--- src/rtl/mem_port_arbiter_if.sv ---
// mem_port_arbiter_if
//   Bundles the fetch port, the data port, the unified-memory port and the
//   pipeline status signals of the memory port arbiter.
//
//   Signal groups:
//     IF  : if_req_i, if_addr_i -> if_rdata_o, if_ack_o
//     DM  : dm_req_i, dm_we_i, dm_addr_i, dm_wdata_i -> dm_rdata_o, dm_ack_o
//     MEM : mem_en_o, mem_we_o, mem_addr_o, mem_wdata_o <- mem_rdata_i
//     STAT: stall_o, busy_o
//
//   Modports:
//     slave  - the arbiter itself
//     master - the CPU / memory model side driving the arbiter
interface mem_port_arbiter_if #(
  parameter int ADDR_W = 32,
  parameter int DATA_W = 32
);
  logic              if_req_i;
  logic [ADDR_W-1:0] if_addr_i;
  logic [DATA_W-1:0] if_rdata_o;
  logic              if_ack_o;

  logic              dm_req_i;
  logic              dm_we_i;
  logic [ADDR_W-1:0] dm_addr_i;
  logic [DATA_W-1:0] dm_wdata_i;
  logic [DATA_W-1:0] dm_rdata_o;
  logic              dm_ack_o;

  logic              mem_en_o;
  logic              mem_we_o;
  logic [ADDR_W-1:0] mem_addr_o;
  logic [DATA_W-1:0] mem_wdata_o;
  logic [DATA_W-1:0] mem_rdata_i;

  logic              stall_o;
  logic              busy_o;

  modport slave (
    input  if_req_i, if_addr_i,
    input  dm_req_i, dm_we_i, dm_addr_i, dm_wdata_i,
    input  mem_rdata_i,
    output if_rdata_o, if_ack_o,
    output dm_rdata_o, dm_ack_o,
    output mem_en_o, mem_we_o, mem_addr_o, mem_wdata_o,
    output stall_o, busy_o
  );

  modport master (
    output if_req_i, if_addr_i,
    output dm_req_i, dm_we_i, dm_addr_i, dm_wdata_i,
    output mem_rdata_i,
    input  if_rdata_o, if_ack_o,
    input  dm_rdata_o, dm_ack_o,
    input  mem_en_o, mem_we_o, mem_addr_o, mem_wdata_o,
    input  stall_o, busy_o
  );
endinterface

--- src/rtl/mem_port_arbiter.sv ---
// mem_port_arbiter
//   Shares one single-ported unified memory between instruction fetch (IF)
//   and data load/store (DM). Each access is a fixed-latency transaction
//   IDLE -> ISSUE -> WAIT -> RESP; the owner gets a one-cycle ack in RESP.
//   stall_o freezes the pipe while any request is pending and not acked.
//
//   Ports:
//     clk_i, rst_i  - clock, synchronous active-high reset
//     bus (slave)   - IF/DM request ports, memory port, stall_o, busy_o
//
//   Parameters: ADDR_W, DATA_W, MEM_LAT (1..15), STARVE_MAX (1..15)
//
//   Build option: define MEM_ARB_STARVE_EN to let IF win the next grant
//   after STARVE_MAX consecutive DM grants made while IF was waiting.
//   Without it DM has strict priority.
//
//   state | meaning
//   ------+--------------------------------------------------------
//   IDLE  | sample requests, grant and latch the winner
//   ISSUE | mem_en_o high for one cycle with the latched access
//   WAIT  | count to MEM_LAT, then capture read data for the owner
//   RESP  | owner's ack pulses; no grant, next cycle is IDLE
module mem_port_arbiter #(
  parameter int ADDR_W     = 32,
  parameter int DATA_W     = 32,
  parameter int MEM_LAT    = 2,
  parameter int STARVE_MAX = 4
) (
  input logic              clk_i,
  input logic              rst_i,
  mem_port_arbiter_if.slave bus
);

  if (MEM_LAT < 1 || MEM_LAT > 15 || STARVE_MAX < 1 || STARVE_MAX > 15) begin : g_param_check
    $error("mem_port_arbiter: MEM_LAT and STARVE_MAX must be within 1..15");
  end

  typedef enum logic [1:0] {IDLE, ISSUE, WAIT, RESP} state_t;

  state_t            state;
  logic [3:0]        lat_cnt;
  logic              owner_dm;
  logic              txn_we;
  logic              mem_en_q;
  logic              mem_we_q;
  logic [ADDR_W-1:0] mem_addr_q;
  logic [DATA_W-1:0] mem_wdata_q;
  logic [DATA_W-1:0] if_rdata_q;
  logic [DATA_W-1:0] dm_rdata_q;
  logic              if_ack_q;
  logic              dm_ack_q;
  logic              busy_q;
  logic              grant_dm;
  logic              grant_if;

`ifdef MEM_ARB_STARVE_EN
  logic [3:0] starve_cnt;
  logic       force_if;

  // Only meaningful when IF is actually waiting; otherwise DM still wins.
  assign force_if = bus.if_req_i && (starve_cnt == 4'(STARVE_MAX));
  assign grant_dm = bus.dm_req_i && !force_if;
`else
  assign grant_dm = bus.dm_req_i;
`endif
  assign grant_if = bus.if_req_i && !grant_dm;

  always_ff @(posedge clk_i) begin
    if (rst_i) begin
      state       <= IDLE;
      lat_cnt     <= '0;
      owner_dm    <= 1'b0;
      txn_we      <= 1'b0;
      mem_en_q    <= 1'b0;
      mem_we_q    <= 1'b0;
      mem_addr_q  <= '0;
      mem_wdata_q <= '0;
      if_rdata_q  <= '0;
      dm_rdata_q  <= '0;
      if_ack_q    <= 1'b0;
      dm_ack_q    <= 1'b0;
      busy_q      <= 1'b0;
`ifdef MEM_ARB_STARVE_EN
      starve_cnt  <= '0;
`endif
    end else begin
      if_ack_q <= 1'b0;
      dm_ack_q <= 1'b0;
      case (state)
        IDLE: begin
          if (grant_dm || grant_if) begin
            owner_dm    <= grant_dm;
            txn_we      <= grant_dm && bus.dm_we_i;
            mem_en_q    <= 1'b1;
            mem_we_q    <= grant_dm && bus.dm_we_i;
            mem_addr_q  <= grant_dm ? bus.dm_addr_i : bus.if_addr_i;
            mem_wdata_q <= grant_dm ? bus.dm_wdata_i : '0;
            busy_q      <= 1'b1;
            state       <= ISSUE;
`ifdef MEM_ARB_STARVE_EN
            if (grant_if)
              starve_cnt <= '0;
            else if (bus.if_req_i)
              starve_cnt <= starve_cnt + 4'd1;
`endif
          end
        end
        ISSUE: begin
          mem_en_q    <= 1'b0;
          mem_we_q    <= 1'b0;
          mem_addr_q  <= '0;
          mem_wdata_q <= '0;
          lat_cnt     <= 4'd1;
          state       <= WAIT;
        end
        WAIT: begin
          if (lat_cnt == 4'(MEM_LAT)) begin
            if (!txn_we) begin
              if (owner_dm)
                dm_rdata_q <= bus.mem_rdata_i;
              else
                if_rdata_q <= bus.mem_rdata_i;
            end
            dm_ack_q <= owner_dm;
            if_ack_q <= !owner_dm;
            state    <= RESP;
          end else begin
            lat_cnt <= lat_cnt + 4'd1;
          end
        end
        RESP: begin
          busy_q <= 1'b0;
          state  <= IDLE;
        end
        default: state <= IDLE;
      endcase
    end
  end

  assign bus.mem_en_o    = mem_en_q;
  assign bus.mem_we_o    = mem_we_q;
  assign bus.mem_addr_o  = mem_addr_q;
  assign bus.mem_wdata_o = mem_wdata_q;
  assign bus.if_rdata_o  = if_rdata_q;
  assign bus.dm_rdata_o  = dm_rdata_q;
  assign bus.if_ack_o    = if_ack_q;
  assign bus.dm_ack_o    = dm_ack_q;
  assign bus.busy_o      = busy_q;

  // Drops in the ack cycle so the pipe advances exactly once per access.
  assign bus.stall_o = (bus.if_req_i & ~if_ack_q) | (bus.dm_req_i & ~dm_ack_q);

endmodule
--- src/flat_wrapper.sv ---
// flat-port wrapper written by rule: the top's interface ports become plain ports
module mem_port_arbiter_flat 
#(
  parameter int ADDR_W     = 32,
  parameter int DATA_W     = 32,
  parameter int MEM_LAT    = 2,
  parameter int STARVE_MAX = 4
)
  (clk_i, rst_i, bus_if_req_i, bus_if_addr_i, bus_dm_req_i, bus_dm_we_i, bus_dm_addr_i, bus_dm_wdata_i, bus_mem_rdata_i, bus_if_rdata_o, bus_if_ack_o, bus_dm_rdata_o, bus_dm_ack_o, bus_mem_en_o, bus_mem_we_o, bus_mem_addr_o, bus_mem_wdata_o, bus_stall_o, bus_busy_o);
  mem_port_arbiter_if #(.ADDR_W(ADDR_W), .DATA_W(DATA_W)) bus_i ();
  input logic clk_i;
  input logic rst_i;
  input wire logic [$bits(bus_i.if_req_i)-1:0] bus_if_req_i;
  input wire logic [$bits(bus_i.if_addr_i)-1:0] bus_if_addr_i;
  input wire logic [$bits(bus_i.dm_req_i)-1:0] bus_dm_req_i;
  input wire logic [$bits(bus_i.dm_we_i)-1:0] bus_dm_we_i;
  input wire logic [$bits(bus_i.dm_addr_i)-1:0] bus_dm_addr_i;
  input wire logic [$bits(bus_i.dm_wdata_i)-1:0] bus_dm_wdata_i;
  input wire logic [$bits(bus_i.mem_rdata_i)-1:0] bus_mem_rdata_i;
  output wire logic [$bits(bus_i.if_rdata_o)-1:0] bus_if_rdata_o;
  output wire logic [$bits(bus_i.if_ack_o)-1:0] bus_if_ack_o;
  output wire logic [$bits(bus_i.dm_rdata_o)-1:0] bus_dm_rdata_o;
  output wire logic [$bits(bus_i.dm_ack_o)-1:0] bus_dm_ack_o;
  output wire logic [$bits(bus_i.mem_en_o)-1:0] bus_mem_en_o;
  output wire logic [$bits(bus_i.mem_we_o)-1:0] bus_mem_we_o;
  output wire logic [$bits(bus_i.mem_addr_o)-1:0] bus_mem_addr_o;
  output wire logic [$bits(bus_i.mem_wdata_o)-1:0] bus_mem_wdata_o;
  output wire logic [$bits(bus_i.stall_o)-1:0] bus_stall_o;
  output wire logic [$bits(bus_i.busy_o)-1:0] bus_busy_o;
  assign bus_i.if_req_i = bus_if_req_i;
  assign bus_i.if_addr_i = bus_if_addr_i;
  assign bus_i.dm_req_i = bus_dm_req_i;
  assign bus_i.dm_we_i = bus_dm_we_i;
  assign bus_i.dm_addr_i = bus_dm_addr_i;
  assign bus_i.dm_wdata_i = bus_dm_wdata_i;
  assign bus_i.mem_rdata_i = bus_mem_rdata_i;
  assign bus_if_rdata_o = bus_i.if_rdata_o;
  assign bus_if_ack_o = bus_i.if_ack_o;
  assign bus_dm_rdata_o = bus_i.dm_rdata_o;
  assign bus_dm_ack_o = bus_i.dm_ack_o;
  assign bus_mem_en_o = bus_i.mem_en_o;
  assign bus_mem_we_o = bus_i.mem_we_o;
  assign bus_mem_addr_o = bus_i.mem_addr_o;
  assign bus_mem_wdata_o = bus_i.mem_wdata_o;
  assign bus_stall_o = bus_i.stall_o;
  assign bus_busy_o = bus_i.busy_o;
  mem_port_arbiter #(.ADDR_W(ADDR_W), .DATA_W(DATA_W), .MEM_LAT(MEM_LAT), .STARVE_MAX(STARVE_MAX)) u_core (.clk_i(clk_i), .rst_i(rst_i), .bus(bus_i));
endmodule
--- config.mk ---
export PLATFORM = sky130hd
export DESIGN_NAME = mem_port_arbiter_flat
export DESIGN_NICKNAME = d
export VERILOG_FILES = /design/src/rtl/mem_port_arbiter_if.sv /design/src/rtl/mem_port_arbiter.sv /design/src/flat_wrapper.sv
export SDC_FILE = /design/constraint.sdc
export NUM_CORES = 1
export LEC_CHECK = 0
export CAP_MARGIN = 20
export CORE_AREA = 2 2 128 130
export CTS_CLUSTER_SIZE = 8
export DETAILED_ROUTE_END_ITERATION = 16
export DIE_AREA = 0 0 130 132
export PLACE_DENSITY = 0.76
export SYNTH_ARGS = -nofsm -noshare
export SYNTH_HDL_FRONTEND = slang
export SYNTH_SLANG_ARGS = --single-unit
--- constraint.sdc ---
create_clock -name clk_i -period 1.7 [get_ports clk_i]
set_input_delay 0.255 -clock clk_i [delete_from_list [all_inputs] [get_ports clk_i]]
set_output_delay 0.255 -clock clk_i [all_outputs]
set_load 0.02 [all_outputs]
Yosys cells after proc, flatten, opt, wreduce, memory -nomap -nowiden
Index checks and enable logic that the tools add are counted.
{ "totals": {"register_bits": 141, "in_bits": 133, "out_inout_bits": 134, "elab_cells": 63} }
{ "classes": {"addsub": 1, "n_eq_ne": 7, "muxes": 16, "bitwise_logic": 9, "n_reduce_logical": 17} }
{ "op_table": {"columns": ["operator", "n"], "rows": [
  ["2-to-1 mux 32 bit", 4],
  ["case mux 32 bit (2 select lines)", 2],
  ["AND reduction 2 bit", 5],
  ["case mux 2 bit (4 select lines)", 1],
  ["case mux 4 bit (2 select lines)", 1],
  ["AND reduction 4 bit", 2],
  ["NOT 1 bit", 6],
  ["case mux 1 bit (2 select lines)", 3],
  ["nonzero test 2 bit", 3],
  ["adder 4 x 1 -> 4 bit (second input constant)", 1],
  ["== test 2 bit (second input constant)", 2],
  ["== test 4 x 2 -> 1 bit (second input constant)", 1],
  ["2-to-1 mux 2 bit", 2],
  ["2-to-1 mux 4 bit", 1],
  ["inequality test 2 x 1 -> 1 bit (second input constant)", 2],
  ["OR reduction 3 bit", 1],
  ["AND 1 bit", 2],
  ["== test 2 x 1 -> 1 bit (second input constant)", 1],
  ["logical AND 1 bit", 2],
  ["logical NOT 1 bit", 2],
  ["logical NOT 2 bit", 1],
  ["2-to-1 mux 1 bit", 2],
  ["inequality test 2 bit (second input constant)", 1],
  ["logical OR 1 bit", 1],
  ["bitwise OR 1 bit", 1]
]} }

Logic depth before layout (Yosys ltp)
{ "logic_depth": {"word_depth": 5, "ltp_mapped": 8, "ltp_nobuf": 5} }

Least setup slack after synthesis
No wires, ideal clock.
{ "synth_path": {"path_kind": "reg2reg", "startpoint": "register u_core.state[1]", "endpoint": "register u_core.mem_wdata_q[23] (netlist: u_core.bus.mem_wdata_o[23])", "setup_ns": 0.070, "t_arrival_ns": 1.554, "required_ns": 1.630, "slack_ns": 0.076, "stages_incl_launch_ff": 9, "path_buffers": 3, "path_cell_list": "dfxtp_1 inv_1 ha_1 clkbuf_1 nor2_1 buf_2 clkbuf_1 o21ai_0 a21oi_1"} }
{ "synth_via": {"elab_chain_cells": 3, "word_cells_on_any_way": 6} }
{ "synth_lines": {"columns": ["item", "line_no", "rtl"], "rows": [
  ["start: declaration", "mem_port_arbiter.sv:40", "state_t state;"],
  ["start signal: assignment", "mem_port_arbiter.sv:70", "state <= IDLE;"],
  ["start signal: assignment", "mem_port_arbiter.sv:99", "state <= ISSUE;"],
  ["start signal: assignment", "mem_port_arbiter.sv:114", "state <= WAIT;"],
  ["== test 2 x 1 -> 1 bit / logical NOT 2 bit (equally long branches)", "mem_port_arbiter.sv:89", "case (state)"],
  ["nonzero test 2 bit (no source line) / inequality test 2 x 1 -> 1 bit (equally long branches)", null, null],
  ["AND reduction 2 bit (no source line)", null, null],
  ["end signal: assignment", "mem_port_arbiter.sv:97", "mem_wdata_q <= grant_dm ? bus.dm_wdata_i : '0;"],
  ["end: declaration", "mem_port_arbiter.sv:47", "logic [DATA_W-1:0] mem_wdata_q;"]
]} }
Several ways; a longest one is shown, not always the timed one.
A chain may end at the register's enable or synchronous reset.

Worst setup path after layout
{ "layout_path": {"startpoint": "register u_core.busy_q (netlist: u_core.bus.busy_o)", "endpoint": "output port bus_busy_o"} }
{ "layout_lines": {"columns": ["item", "line_no", "rtl"], "rows": [
  ["start: declaration", "mem_port_arbiter.sv:52", "logic busy_q;"],
  ["start signal: assignment", "mem_port_arbiter.sv:82", "busy_q <= 1'b0;"],
  ["start signal: assignment", "mem_port_arbiter.sv:98", "busy_q <= 1'b1;"],
  ["start signal: assignment", "mem_port_arbiter.sv:132", "busy_q <= 1'b0;"],
  ["end: declaration", "flat_wrapper.sv:29", "output wire logic [$bits(bus_i.busy_o)-1:0] bus_busy_o;"]
]} }
No word-level cell between the ends.

==> summary.txt <==
Routing
  – Post-DR vias/cell: 5.22
  – DRC Markers: 0
  – Avg WL per Cell: 16.8 µm
  – Via count: 6127
  – DRT iter0 DRCs: 334
  – Post-route ant nets: 0
  – Total Wirelength: 19700 µm
  – 1st-pass router iterations: 5

CTS
  – CTS Root Buffer Type: clkbuf_16
  – Worst skew pair latency: 0.41 ns
  – CTS buffer count: 17
  – Clk slew on worst S/H paths: 0.06 ns
  – Clock tree sinks: 141
  – CTS tree: done
  – Htree depth: 4
  – Clock Path Buffers: 2

Setup path
  – Flop-to-flop setup slack: 0.06 ns
  – CP Launch Type: flop
  – WP data arrival: 1.39 ns
  – Largest stage delay, worst path: 0.66 ns
  – Crit-path leading delay family: buffers and inverters
  – Crit path max fanout: 2
  – CP Cell Sequence: clkdlybuf4s50_1
  – Slowest-stage cell, CP: clkdlybuf4s50_1
  – Worst endpoint required time: 1.44 ns
  – Crit Path Category: flop to output pin
  – Crit end category: output pin
  – Buf/Inv on CP: 1

STA
  – Crit path time final: 1.65 ns
  – Final setup TNS: 0 ns
  – Min Hold Slack: 0.300 ns
  – Worst Tran Pin Value: 0.563 ns
  – Pins Over Slew Limit: 0
  – Slew HR: 62.5%
  – Highest clock rate: 607 MHz
  – Final hold vios: 0
  – Period utilization: 96.9%
  – Clock Skews: 0.00918 ns
  – Setup violators final: 0

Cells and area
  – Diodes inserted: 0
  – NumNets Final: 1089
  – Layout area overhead: 62.8%
  – Design area: 9660 µm²
  – Most frequent cells in the layout: clkdlybuf4s50_1 (262), dfxtp_1 (139), a21oi_1 (134)
  – Layout cells sized above 1: 12.3%
  – Final Core Density: 61.5%
  – Commonest non-fill, non-tap cell in the layout: clkdlybuf4s50_1

Yosys
  – Part of the Yosys area used for sequential elements: 47.6%
  – Mapped Cells: 699
  – Mean Syn Cell Area: 8.49 µm²
  – Mapped cell area: 5930 µm²
  – Yosys top cell by area: dfxtp_1
  – Mapped Nets: 840
  – Syn. warnings: 0
  – Synth top area share: 47.6%
  – Count of different cell masters after synthesis: 38
  – Yosys reg bits: 141
  – Ranking of synthesized cells by area: dfxtp_1 (48%), a21oi_1 (11%), o21ai_0 (10%)

Power
  – Power Density: 1250 nW/µm²
  – Total power: 12000 µW
  – P_leak: 0.00328 µW
  – Max VDD drop: 0.731 mV

Floorplanning
  – Starting Density: 37.8%
  – Die Ht: 132 µm
  – Core ar.: 15700 µm²
  – Row count: 46
  – Boundary Pins: 267
  – Die width: 130 µm
  – Total Die Area: 17200 µm²

Place
  – Placed Area: 8950 µm²
  – IO buf count: 266
  – Detailed placement HPWL: 12900 µm
  – RD Place Congestion: 0.774

Global route
  – GRT Overall Usage: 21.4%
  – First-pass GRT wire length: 29500 µm
  – GRT overflow: 0
  – Largest net degree at the start of global routing: 46
  – Initial antenna violation count: 0
  – Number of global-route vias before repair: 5897

Min path
  – Worst hold path type: input port to flop

Flow run
  – Max Cap Viol: 0

Run status
  – Status: complete, no violations
[cells in the mapped netlist]
master and instances:
a211oi_1 1, a21o_1 1, a21oi_1 135, a22oi_1 1, a31oi_1 1, and2_1 1, and3b_1 1, buf_2 25
clkbuf_1 45, clkbuf_2 3, dfxtp_1 141, ha_1 8, inv_1 6, mux2_2 32, mux2i_1 1, nand2_1 37
nand2b_1 4, nand3_1 66, nand3b_1 32, nand4_1 1, nand4b_1 1, nand4bb_1 1, nor2_1 4, nor2b_1 1
nor3_1 4, nor3b_1 1, nor3b_4 1, nor4b_2 1, nor4bb_1 1, o21a_1 1, o21ai_0 122, o21ai_1 12
o22ai_1 1, or2_2 2, or3b_2 1, or4_1 1, or4b_1 1, or4b_4 1
[final timing paths]
kind	startpoint	end	cells after the start
setup / recovery	u_core.bus.busy_o	bus_busy_o	1
hold / removal	rst_i	u_core.owner_dm	2
setup reg to reg	u_core.state[0]	u_core.lat_cnt[3]	6
hold reg to reg	u_core.bus.mem_wdata_o[23]	u_core.bus.mem_wdata_o[23]	2
[cells by family (layout without fill, tap and decap cells)]
logic type,Yosys count,after routing,synth area share (%)
compound gates,275,275,23.4
fa+ha+maj,8,8,1.69
buf+inv,79,337,5.59
flops,141,141,47.6
mux,33,33,6.24
simple gates,163,164,15.5
[metal layers]
metal	vias to the layer above	part of all wire (%)	global-route usage, %
li1	2987	-	-
met1	2879	42	25.6
met2	229	49	36.2
met3	32	6.9	6.37
met4	0	2.3	7.83
met5	-	0	0
[metrics by stage]
step / std cells / setup WS (ns)
after floorplan: 699 / 0.0755
after global placement: 1139 / -0.220
after detailed placement: 1139 / -0.204
after CTS: 1168 / 0.00307
after global routing: 1174 / -0.00697
final: 1174 / 0.0528
[state kept, by name, summed over array words and instances (netlist names), 2 cells and up]
register and cells:
u_core.bus.mem_wdata_o 32, u_core.bus.mem_addr_o 32, u_core.bus.dm_rdata_o 32, u_core.lat_cnt 4, u_core.bus.if_rdata_o 32, u_core.state 2
[power breakdown]
part | internal [µW] | switching (µW)
Combinational | 2060 | 2460
Sequential | 3730 | 230
Clock | 2210 | 1350
Total | 8000 | 4040
[timing repair]
action                                  CTS  global route
gates cloned                              0             4
hold endpoints to repair                  0             0
endpoints found under the setup margin   14           132
pin swaps                                 0             2
resized for setup                         5            25
hold buffers                              0             0
setup buffers                             0             2
[cell type report]
| cell class | instances | area, µm² |
|---|---|---|
| flip-flops and latches | 141 | 2830 |
| clock buffers | 22 | 464 |
| clock inverters | 7 | 91.3 |
| well taps | 216 | 270 |
| inverters | 6 | 25.0 |
| multi-input cells | 480 | 2890 |
| repair buffers | 302 | 3090 |
| fillers | 1369 | 6050 |
Power figures use the tool's default switching activity.
